<file path="src/rtl/gpu_axis_loader.sv">
// AXI-Stream ingress loader: one header beat selects a target memory port and base word address,
// following payload beats are written there. Optional wrap guard: GPU_AXIS_LOADER_WRAP_GUARD_EN.
module gpu_axis_loader #(
  parameter int unsigned DATA_WIDTH  = 32,
  parameter int unsigned ADDR_WIDTH  = 16,
  parameter int unsigned NUM_TARGETS = 2
) (
  input  logic                    axis_clk,
  input  logic                    axis_aresetn,
  input  logic [DATA_WIDTH-1:0]   axis_tdata,
  input  logic [DATA_WIDTH/8-1:0] axis_tkeep,
  input  logic                    axis_tlast,
  input  logic                    axis_tvalid,
  output logic                    axis_tready,
  output logic [NUM_TARGETS-1:0]  mem_wr_en,
  input  logic [NUM_TARGETS-1:0]  mem_wr_ready,
  output logic [ADDR_WIDTH-1:0]   mem_wr_addr,
  output logic [DATA_WIDTH-1:0]   mem_wr_data,
  output logic [DATA_WIDTH/8-1:0] mem_wr_be,
  output logic                    busy,
  output logic                    pkt_done,
  output logic [ADDR_WIDTH:0]     last_len,
  output logic                    err_bad_tgt,
`ifdef GPU_AXIS_LOADER_WRAP_GUARD_EN
  output logic                    err_overflow,
`endif
  input  logic                    err_clr
);

  typedef enum logic [1:0] {
    S_HDR     = 2'd0,
    S_PAYLOAD = 2'd1,
    S_DRAIN   = 2'd2
  } state_t;

  localparam logic [ADDR_WIDTH:0] CNT_MAX = {1'b1, {ADDR_WIDTH{1'b0}}};

  state_t                r_state, w_state_nxt;
  logic [3:0]            r_tgt, w_tgt_nxt;
  logic [ADDR_WIDTH-1:0] r_addr, w_addr_nxt;
  logic [ADDR_WIDTH:0]   r_cnt, w_cnt_nxt, w_cnt_inc;
  logic [ADDR_WIDTH:0]   r_last_len, w_last_len_nxt;
  logic                  r_pkt_done, w_pkt_done_nxt;
  logic                  r_err_bad_tgt, w_set_bad_tgt;
  logic                  w_set_ovf;
  logic                  w_sel_ready;
  logic                  w_accept;
  logic [3:0]            w_hdr_tgt;
  logic                  w_hdr_bad;

  assign w_hdr_tgt = axis_tdata[31:28];
  assign w_hdr_bad = ({1'b0, w_hdr_tgt} >= 5'(NUM_TARGETS));

  // Ready of the latched target; loop avoids indexing past NUM_TARGETS with the 4-bit id.
  always_comb begin
    w_sel_ready = 1'b0;
    for (int unsigned t = 0; t < NUM_TARGETS; t++) begin
      if (r_tgt == 4'(t)) w_sel_ready = mem_wr_ready[t];
    end
  end

  always_comb begin
    case (r_state)
      S_PAYLOAD: axis_tready = w_sel_ready;
      default:   axis_tready = 1'b1;
    endcase
  end

  assign w_accept = axis_tvalid & axis_tready;

  always_comb begin
    mem_wr_en = '0;
    for (int unsigned t = 0; t < NUM_TARGETS; t++) begin
      if ((r_state == S_PAYLOAD) && w_accept && (r_tgt == 4'(t))) mem_wr_en[t] = 1'b1;
    end
  end

  always_comb begin
    w_state_nxt    = r_state;
    w_tgt_nxt      = r_tgt;
    w_addr_nxt     = r_addr;
    w_cnt_nxt      = r_cnt;
    w_last_len_nxt = r_last_len;
    w_pkt_done_nxt = 1'b0;
    w_set_bad_tgt  = 1'b0;
    w_set_ovf      = 1'b0;
    w_cnt_inc      = (r_cnt == CNT_MAX) ? r_cnt : r_cnt + 1'b1;
    case (r_state)
      S_HDR: begin
        if (w_accept) begin
          w_tgt_nxt  = w_hdr_tgt;
          w_addr_nxt = axis_tdata[ADDR_WIDTH-1:0];
          w_cnt_nxt  = '0;
          // A header carrying tlast is a complete empty packet, even with an unknown target.
          if (axis_tlast) begin
            w_pkt_done_nxt = 1'b1;
            w_last_len_nxt = '0;
          end else if (w_hdr_bad) begin
            w_set_bad_tgt = 1'b1;
            w_state_nxt   = S_DRAIN;
          end else begin
            w_state_nxt = S_PAYLOAD;
          end
        end
      end
      S_PAYLOAD: begin
        if (w_accept) begin
          w_addr_nxt = r_addr + 1'b1;
          w_cnt_nxt  = w_cnt_inc;
          if (axis_tlast) begin
            w_state_nxt    = S_HDR;
            w_last_len_nxt = w_cnt_inc;
            w_pkt_done_nxt = 1'b1;
          end
`ifdef GPU_AXIS_LOADER_WRAP_GUARD_EN
          else if (r_addr == '1) begin
            w_state_nxt = S_DRAIN;
            w_set_ovf   = 1'b1;
          end
`endif
        end
      end
      S_DRAIN: begin
        if (w_accept && axis_tlast) w_state_nxt = S_HDR;
      end
      default: w_state_nxt = S_HDR;
    endcase
  end

  always_ff @(posedge axis_clk) begin
    if (!axis_aresetn) begin
      r_state       <= S_HDR;
      r_tgt         <= '0;
      r_addr        <= '0;
      r_cnt         <= '0;
      r_last_len    <= '0;
      r_pkt_done    <= 1'b0;
      r_err_bad_tgt <= 1'b0;
    end else begin
      r_state    <= w_state_nxt;
      r_tgt      <= w_tgt_nxt;
      r_addr     <= w_addr_nxt;
      r_cnt      <= w_cnt_nxt;
      r_last_len <= w_last_len_nxt;
      r_pkt_done <= w_pkt_done_nxt;
      if (w_set_bad_tgt)  r_err_bad_tgt <= 1'b1;
      else if (err_clr)   r_err_bad_tgt <= 1'b0;
    end
  end

`ifdef GPU_AXIS_LOADER_WRAP_GUARD_EN
  logic r_err_ovf;
  always_ff @(posedge axis_clk) begin
    if (!axis_aresetn)   r_err_ovf <= 1'b0;
    else if (w_set_ovf)  r_err_ovf <= 1'b1;
    else if (err_clr)    r_err_ovf <= 1'b0;
  end
  assign err_overflow = r_err_ovf;
`else
  logic w_unused_ovf;
  assign w_unused_ovf = w_set_ovf;
`endif

  assign mem_wr_addr = r_addr;
  assign mem_wr_data = axis_tdata;
  assign mem_wr_be   = axis_tkeep;
  assign busy        = (r_state != S_HDR);
  assign pkt_done    = r_pkt_done;
  assign last_len    = r_last_len;
  assign err_bad_tgt = r_err_bad_tgt;

endmodule

</file>
<file path="config.mk">
export PLATFORM = sky130hd
export DESIGN_NAME = gpu_axis_loader
export DESIGN_NICKNAME = d
export VERILOG_FILES = /design/src/rtl/gpu_axis_loader.sv
export SDC_FILE = /design/constraint.sdc
export NUM_CORES = 1
export LEC_CHECK = 0
export ABC_AREA = 0
export CAP_MARGIN = 5
export CORE_MARGIN = 3
export CORE_UTILIZATION = 46
export DETAILED_ROUTE_END_ITERATION = 8
export PLACE_DENSITY = 0.81
export SLEW_MARGIN = 20
export SYNTH_ARGS = -nofsm -noshare
export SYNTH_HDL_FRONTEND = slang
export SYNTH_SLANG_ARGS = --single-unit
</file>
<file path="constraint.sdc">
create_clock -name axis_clk -period 2.3 [get_ports axis_clk]
set_clock_uncertainty 0.05 [all_clocks]
set_input_delay 0.345 -clock axis_clk [delete_from_list [all_inputs] [get_ports axis_clk]]
set_output_delay 0.345 -clock axis_clk [all_outputs]
set_load 0.02 [all_outputs]
</file>
==> results of run 1 <==
[cell families after synthesis]
kind of cell	count (synthesis)
flops	58
compound gates	105
fa+ha+maj	3
simple gates	164
buf+inv	69
mux	5
xor+xnor	14
[critical path, cell delays in order (launching register included)]
cell             delay (ns)
dfxtp_1                0.33
buf_4                  0.21
or2_2                  0.31
clkdlybuf4s50_1        0.54
[power breakdown]
| part | internal (mW) | total, mW | switching, mW |
|---|---|---|---|
| combinational | 0.199 | 0.422 | 0.223 |
| sequential | 1.03 | 1.07 | 0.0358 |
| clock | 0.631 | 1.05 | 0.419 |
| total | 1.86 | 2.54 | 0.678 |
[cells in the mapped netlist, drive strengths merged, types with 2 or more instances]
master    n  area (sq um)
dfxtp    58          1160
buf      50           354
nand2    49           186
a21oi    35           179
nor2     24          90.1
nand3    22           120
o21ai    20           104
o2bb2ai  13           114
nand4    12          96.3
nor3     12          60.1
clkbuf   11          42.5
a311oi    8          70.1
and3      8          50.1
inv       8          30.0
nor4      7          50.1
xnor2     7          61.3
xor2      7          61.3
a31oi     6          37.5
and2      6          37.5
a211oi    4          30.0
nor2b     4          25.0
o22ai     4          25.0
or3       4          30.0
or4       4          30.0
and4      3          26.3
ha        3          37.5
mux2      3          33.8
nand2b    3          18.8
a2111oi   2          17.5
a32oi     2          17.5
mux2i     2          20.0
nand4b    2          17.5
o211a     2          20.0
o31ai     2          15.0
[layout by cell type (no fill, tap or decap), types with 6 or more instances in the layout]
| cell type | synthesis | final |
|---|---|---|
| inv_1 | 7 | 7 |
| nor2_1 | 24 | 24 |
| a311oi_1 | 8 | 8 |
| xor2_1 | 7 | 7 |
| o2bb2ai_1 | 13 | 13 |
| nand2_1 | 48 | 48 |
| clkdlybuf4s50_1 | 0 | 82 |
| a21oi_1 | 34 | 34 |
| nand3_1 | 20 | 20 |
| o21ai_0 | 19 | 19 |
| xnor2_1 | 7 | 7 |
| dfxtp_1 | 58 | 58 |
| nand4_1 | 10 | 10 |
| nor3_1 | 12 | 11 |
| buf_4 | 40 | 30 |
| and3_1 | 8 | 8 |
| clkbuf_8 | 0 | 10 |
| nor4_1 | 6 | 6 |
| a31oi_1 | 6 | 6 |
[sequential cells by signal, summed over array words and instances (netlist names)]
signal,flops
pkt_done,1
err_bad_tgt,1
mem_wr_addr,16
r_tgt,4
r_state,2
last_len,17
r_cnt,17
[through the flow]
step                      total power [mW]  setup TNS [ns]  cells
final                                 2.54               0    584
after CTS                             2.55               0    584
after floorplan                       1.35               0    418
after detailed placement              1.50          -0.116    568
after global routing                  2.63               0    584
after global placement                1.50         -0.0956    568
[area by class of cell]
type	instances	share of cell area, %
multi-input combinational	291	40.7
sequential	58	26.4
timing repair buffer	115	24.6
clock buffer	10	3.13
tap	96	2.73
clock inverter	6	1.82
inverter	8	0.682
[routing by layer]
metal	vias to the layer above	GRT usage, %	routed length, um
met4	0	13.1	274
met5	-	0	0
met1	1623	30.7	4230
li1	1624	-	-
met3	25	5.97	817
met2	169	36.0	4550
[worst min path at each step]
stage | start | end | slack [ns] | cells after the start
after floorplan | r_tgt[3] | r_tgt[3] | 0.40 | 2
after CTS | last_len[4] | last_len[4] | 0.41 | 2
after global routing | last_len[13] | last_len[13] | 0.43 | 1
final | last_len[4] | last_len[4] | 0.41 | 2
after global placement | last_len[10] | last_len[10] | 0.40 | 1
after detailed placement | last_len[4] | last_len[4] | 0.40 | 2
[repair_timing]
| action | CTS | global route |
|---|---|---|
| endpoints found under the setup margin | 2 | 3 |
| gates resized for setup | 4 | 4 |
| endpoints found under the hold margin | 0 | 0 |
| hold buffers | 0 | 0 |
| pin swaps | 0 | 1 |
==> results_dict.tcl, run 1 <==
set metrics [dict create \
    final_antenna_net_count 0 \
    path_clk_slew_ns 0.06 \
    wirelength_mm 9.86 \
    grt_usage_pct 23.8 \
    synthesis.nets 464 \
    clockBufferDepth 2 \
    dp_slack_ns -0.116 \
    seq_area_sq_mm 0.00116 \
    grt_remaining_overflow 0 \
    ys_types 59 \
    fin_crit_ns 2.13 \
    powerDensity_mw_per_mm2 578 \
    outcome "completed" \
    dr.pass1.iters 5 \
    numPortBuffers 85 \
    synth_top_family_by_area "simple AND/OR/NAND/NOR gates" \
    htreeDepth 3 \
    r2r-start "r_cnt[0]" \
    vias_per_cell 5.89 \
    final.period_utilization_pct 92.6 \
    reg2reg_slack_ns 0.32 \
    max-cap-violations 0 \
    endpoint "busy" \
    cts_setup_buffers 0 \
    core_area_sq_mm 0.00694 \
    synthXorXnorAreaFrac_pct 3.65 \
    synth_top_flop_cell "dfxtp_1" \
    synth_compound_area_share_pct 20.5 \
    peakVddDrop_mv 0.319 \
    grt_max_degree 21 \
    r2r-end "r_cnt[0]" \
    critPathLaunch "r_state[0]" \
    yosys.area_share.simple_pct 25.9 \
    die_w_um 91.5 \
    dp_hpwl_mm 7.03 \
    initial_core_util_pct 48.4 \
    hold_path_class "register to register" \
    cp-start-kind "register" \
    multi_input_area_sq_mm 0.00179 \
    fin_nets 529 \
    clock-root-buffer "clkbuf_8" \
    n_fill_cell 595 \
    dr.first_iter.drc_count 264 \
    diodes 0 \
    report.final.hold_viol_count 0 \
    synthAdderAreaFrac_pct 1.12 \
    synth_warnings 0 \
    via_count 3441 \
    endpoint_kind "primary output" \
    wire_per_inst_um 16.9 \
    grt_pass1_vias 3237 \
    drc_errors 0 \
    rsz0062_at_grt "no" \
    finalMaxSlewViolations 0 \
    fmax_mhz 469 \
    final-setup-viol-count 0 \
    syn_inst 418 \
    rows 30 \
    clkLatencyLatePin_ns 0.36 \
    crit_required_ns 1.90 \
    fin_area_sq_mm 0.00440 \
    fp.dieH_um 91.5 \
    synth_edf_count 0 \
    reg2reg_depth 7 \
    cp.arrival_ns 1.74 \
    die_area_sq_mm 0.00837 \
    placed_area_sq_mm 0.00416 \
    antenna_found_initial 0 \
    synth.avg_cell_area_sq_um 8.04 \
    final_layout_size_suffix_gt1_share_pct 13.1 \
    setup_ws_ns 0.169 \
    cts.sinks 58 \
    p_leak_nw 1.57 \
    ys_seq_area_share_pct 34.5 \
    synth.area.mux_share_pct 1.60 \
    worstSetupPathType "register to primary output" \
    cts_buffers 9 \
    synthToLayoutAreaGrowth_pct 31.0 \
    syn-cell-area_sq_mm 0.00336 \
    maxSlewHeadroom_pct 72.2 \
    crit_fanout 20 \
    worstMarginPinSlew_ns 0.416 \
    pin_count 118 \
    finalWeightedCongestion 0.926 \
    cts_tree "done" \
    async_flop_share_pct 0 \
    post-route-util_pct 63.4 \
    ys_ff_latch 58 \
    holdWs_ns 0.409 \
    grt_pass1_wl_mm 16.2 \
]
Note: power is estimated with default switching activity, not from simulation.
==> inputs of run 2 (changes only) <==
- CELL_PAD_IN_SITES_DETAIL_PLACEMENT: not set -> 0
- CELL_PAD_IN_SITES_GLOBAL_PLACEMENT: not set -> 1
- CORE_UTILIZATION: 46 -> 32
- PLACE_DENSITY: 0.81 -> not set
- PLACE_DENSITY_LB_ADDON: not set -> 0.1
==> results_dict.tcl, run 2 (synthesized netlist as in run 1, its figures left out) <==
set metrics [dict create \
    dr.pass1.iters 4 \
    critPathMaxStageDelay_ns 0.54 \
    grt_usage_pct 18.6 \
    worstSetupPathType "register to primary output" \
    dp_hpwl_mm 7.72 \
    final.period_utilization_pct 92.8 \
    instances_no_fill 620 \
    dr.first_iter.drc_count 118 \
    holdWs_ns 0.410 \
    critPathLaunch "r_state[0]" \
    powerDensity_mw_per_mm2 560 \
    grt_max_degree 20 \
    fin_crit_ns 2.13 \
    numPortBuffers 85 \
    peakVddDrop_mv 0.259 \
    die_w_um 108 \
    via_count 3331 \
    cp-start-kind "register" \
    wl_met2_mm 4.96 \
    fin_tns_setup_ns 0 \
    worstMarginPinSlew_ns 0.438 \
    finalMaxSlewViolations 0 \
    htreeDepth 3 \
    wire_per_inst_um 17.0 \
    endpoint_kind "primary output" \
    grt_remaining_overflow 0 \
    cts.sinks 58 \
    rows 36 \
    cp.arrival_ns 1.74 \
    outcome "completed" \
    met3_length_um 726 \
    grt_pass1_wl_mm 17.0 \
    crit_buf_inv 2 \
    seq_area_sq_mm 0.00116 \
    r2r-start "r_cnt[0]" \
    max-cap-violations 0 \
    cts_buffers 9 \
    path_delay_family "buffers and inverters" \
    p_leak_nw 1.55 \
    maxSlewHeadroom_pct 70.6 \
    initial_core_util_pct 33.6 \
    final_antenna_net_count 0 \
    fp.dieH_um 108 \
    cts_hold_buf 0 \
    rsz0062_at_grt "no" \
    min-delay-start "last_len[2]" \
    cts_setup_buffers 0 \
    wirelength_mm 10.6 \
    clockBufferDepth 2 \
    top_layer "met4" \
    multi_input_area_sq_mm 0.00179 \
    fmax_mhz 468 \
    final-setup-viol-count 0 \
    diodes 0 \
    finalWeightedCongestion 0.819 \
    post-route-util_pct 44.2 \
    clkLatencyLatePin_ns 0.34 \
    grt_pass1_vias 3367 \
    path_clk_slew_ns 0.07 \
    clock-root-buffer "clkbuf_8" \
    antenna_found_initial 0 \
    final_cell_mix "clkdlybuf4s50_1 (82), dfxtp_1 (58), nand2_1 (48), a21oi_1 (34), buf_4 (29)" \
    core_area_sq_mm 0.0100 \
    cp_slowest_cell "clkdlybuf4s50_1" \
    final_layout_size_suffix_gt1_share_pct 12.7 \
    crit_fanout 18 \
    worstPathCellList "buf_4, or2_2, clkdlybuf4s50_1" \
    crit_required_ns 1.90 \
    fin_nets 528 \
    place_inst 604 \
    die_area_sq_mm 0.0118 \
    n_fill_cell 1083 \
    cts_tree "done" \
    synthToLayoutAreaGrowth_pct 31.4 \
    pin_count 118 \
    final_common_cell "clkdlybuf4s50_1" \
    report.final.hold_viol_count 0 \
    drc_errors 0 \
    met1_length_mm 4.79 \
    hold_path_class "register to register" \
    vias_per_cell 5.37 \
]
## run 2: layout make-up
class                   instances  share of cell area [%]
clock buffers                  11                    3.43
clock inverters                 5                    1.19
inverters                       8                   0.680
multi-input cells             291                    40.5
flip-flops and latches         58                    26.3
well taps                     133                    3.77
repair buffers                114                    24.2
## run 2: worst register-to-register path, delay by kind of cell (launching register included)
| kind | cells | cell delay, ns |
|---|---|---|
| AND/OR/NAND/NOR | 3 | 0.84 |
| adder cells (fa/ha/maj) | 1 | 0.16 |
| flip-flops | 1 | 0.38 |
| AO/OA/AOI/OAI | 2 | 0.28 |
| buffers and inverters | 1 | 0.15 |
## run 2: path summary, 6_finish.rpt
path,end,slack (ns),depth (start not counted)
setup reg to reg,r_cnt[0],0.33,7
hold / removal,last_len[2],0.41,1
hold reg to reg,last_len[2],0.41,1
setup / recovery,busy,0.17,3
## run 2: metal layers
layer,GRT usage [%],vias to the layer above
met5,0,-
met3,4.72,11
met4,5.68,0
met2,29.1,128
li1,-,1623
met1,25.1,1569
## run 2: power breakdown
group	internal, mW	switching (mW)
clock network	0.553	0.431
logic	0.195	0.224
registers	1.03	0.0353
## run 2: stage by stage
step / setup slack, ns / instance area, sq um / power (mW)
6_report: 0.165 / 4420 / 2.47
5_1_grt: 0.0981 / 4420 / 2.58
4_1_cts: -0.0340 / 4400 / 2.50
3_5_place_dp: -0.119 / 4200 / 1.51
2_1_floorplan: 0.434 / 3360 / 1.35
3_3_place_gp: -0.0984 / 4200 / 1.51
## run 2: repair_timing
| action | in CTS | in global routing |
|---|---|---|
| gates resized for setup | 3 | 5 |
| gates cloned | 0 | 0 |
| setup endpoints to repair | 2 | 3 |
| hold endpoints to repair | 0 | 0 |
==> inputs of run 3 (changes only) <==
- CELL_PAD_IN_SITES_DETAIL_PLACEMENT: 0 -> not set
- CELL_PAD_IN_SITES_GLOBAL_PLACEMENT: 1 -> not set
- CORE_UTILIZATION: 32 -> 46
- PLACE_DENSITY: not set -> 0.81
- PLACE_DENSITY_LB_ADDON: 0.1 -> not set
==> results of run 3 <==
Final layout, timing and power as in run 1 (identical DEF).
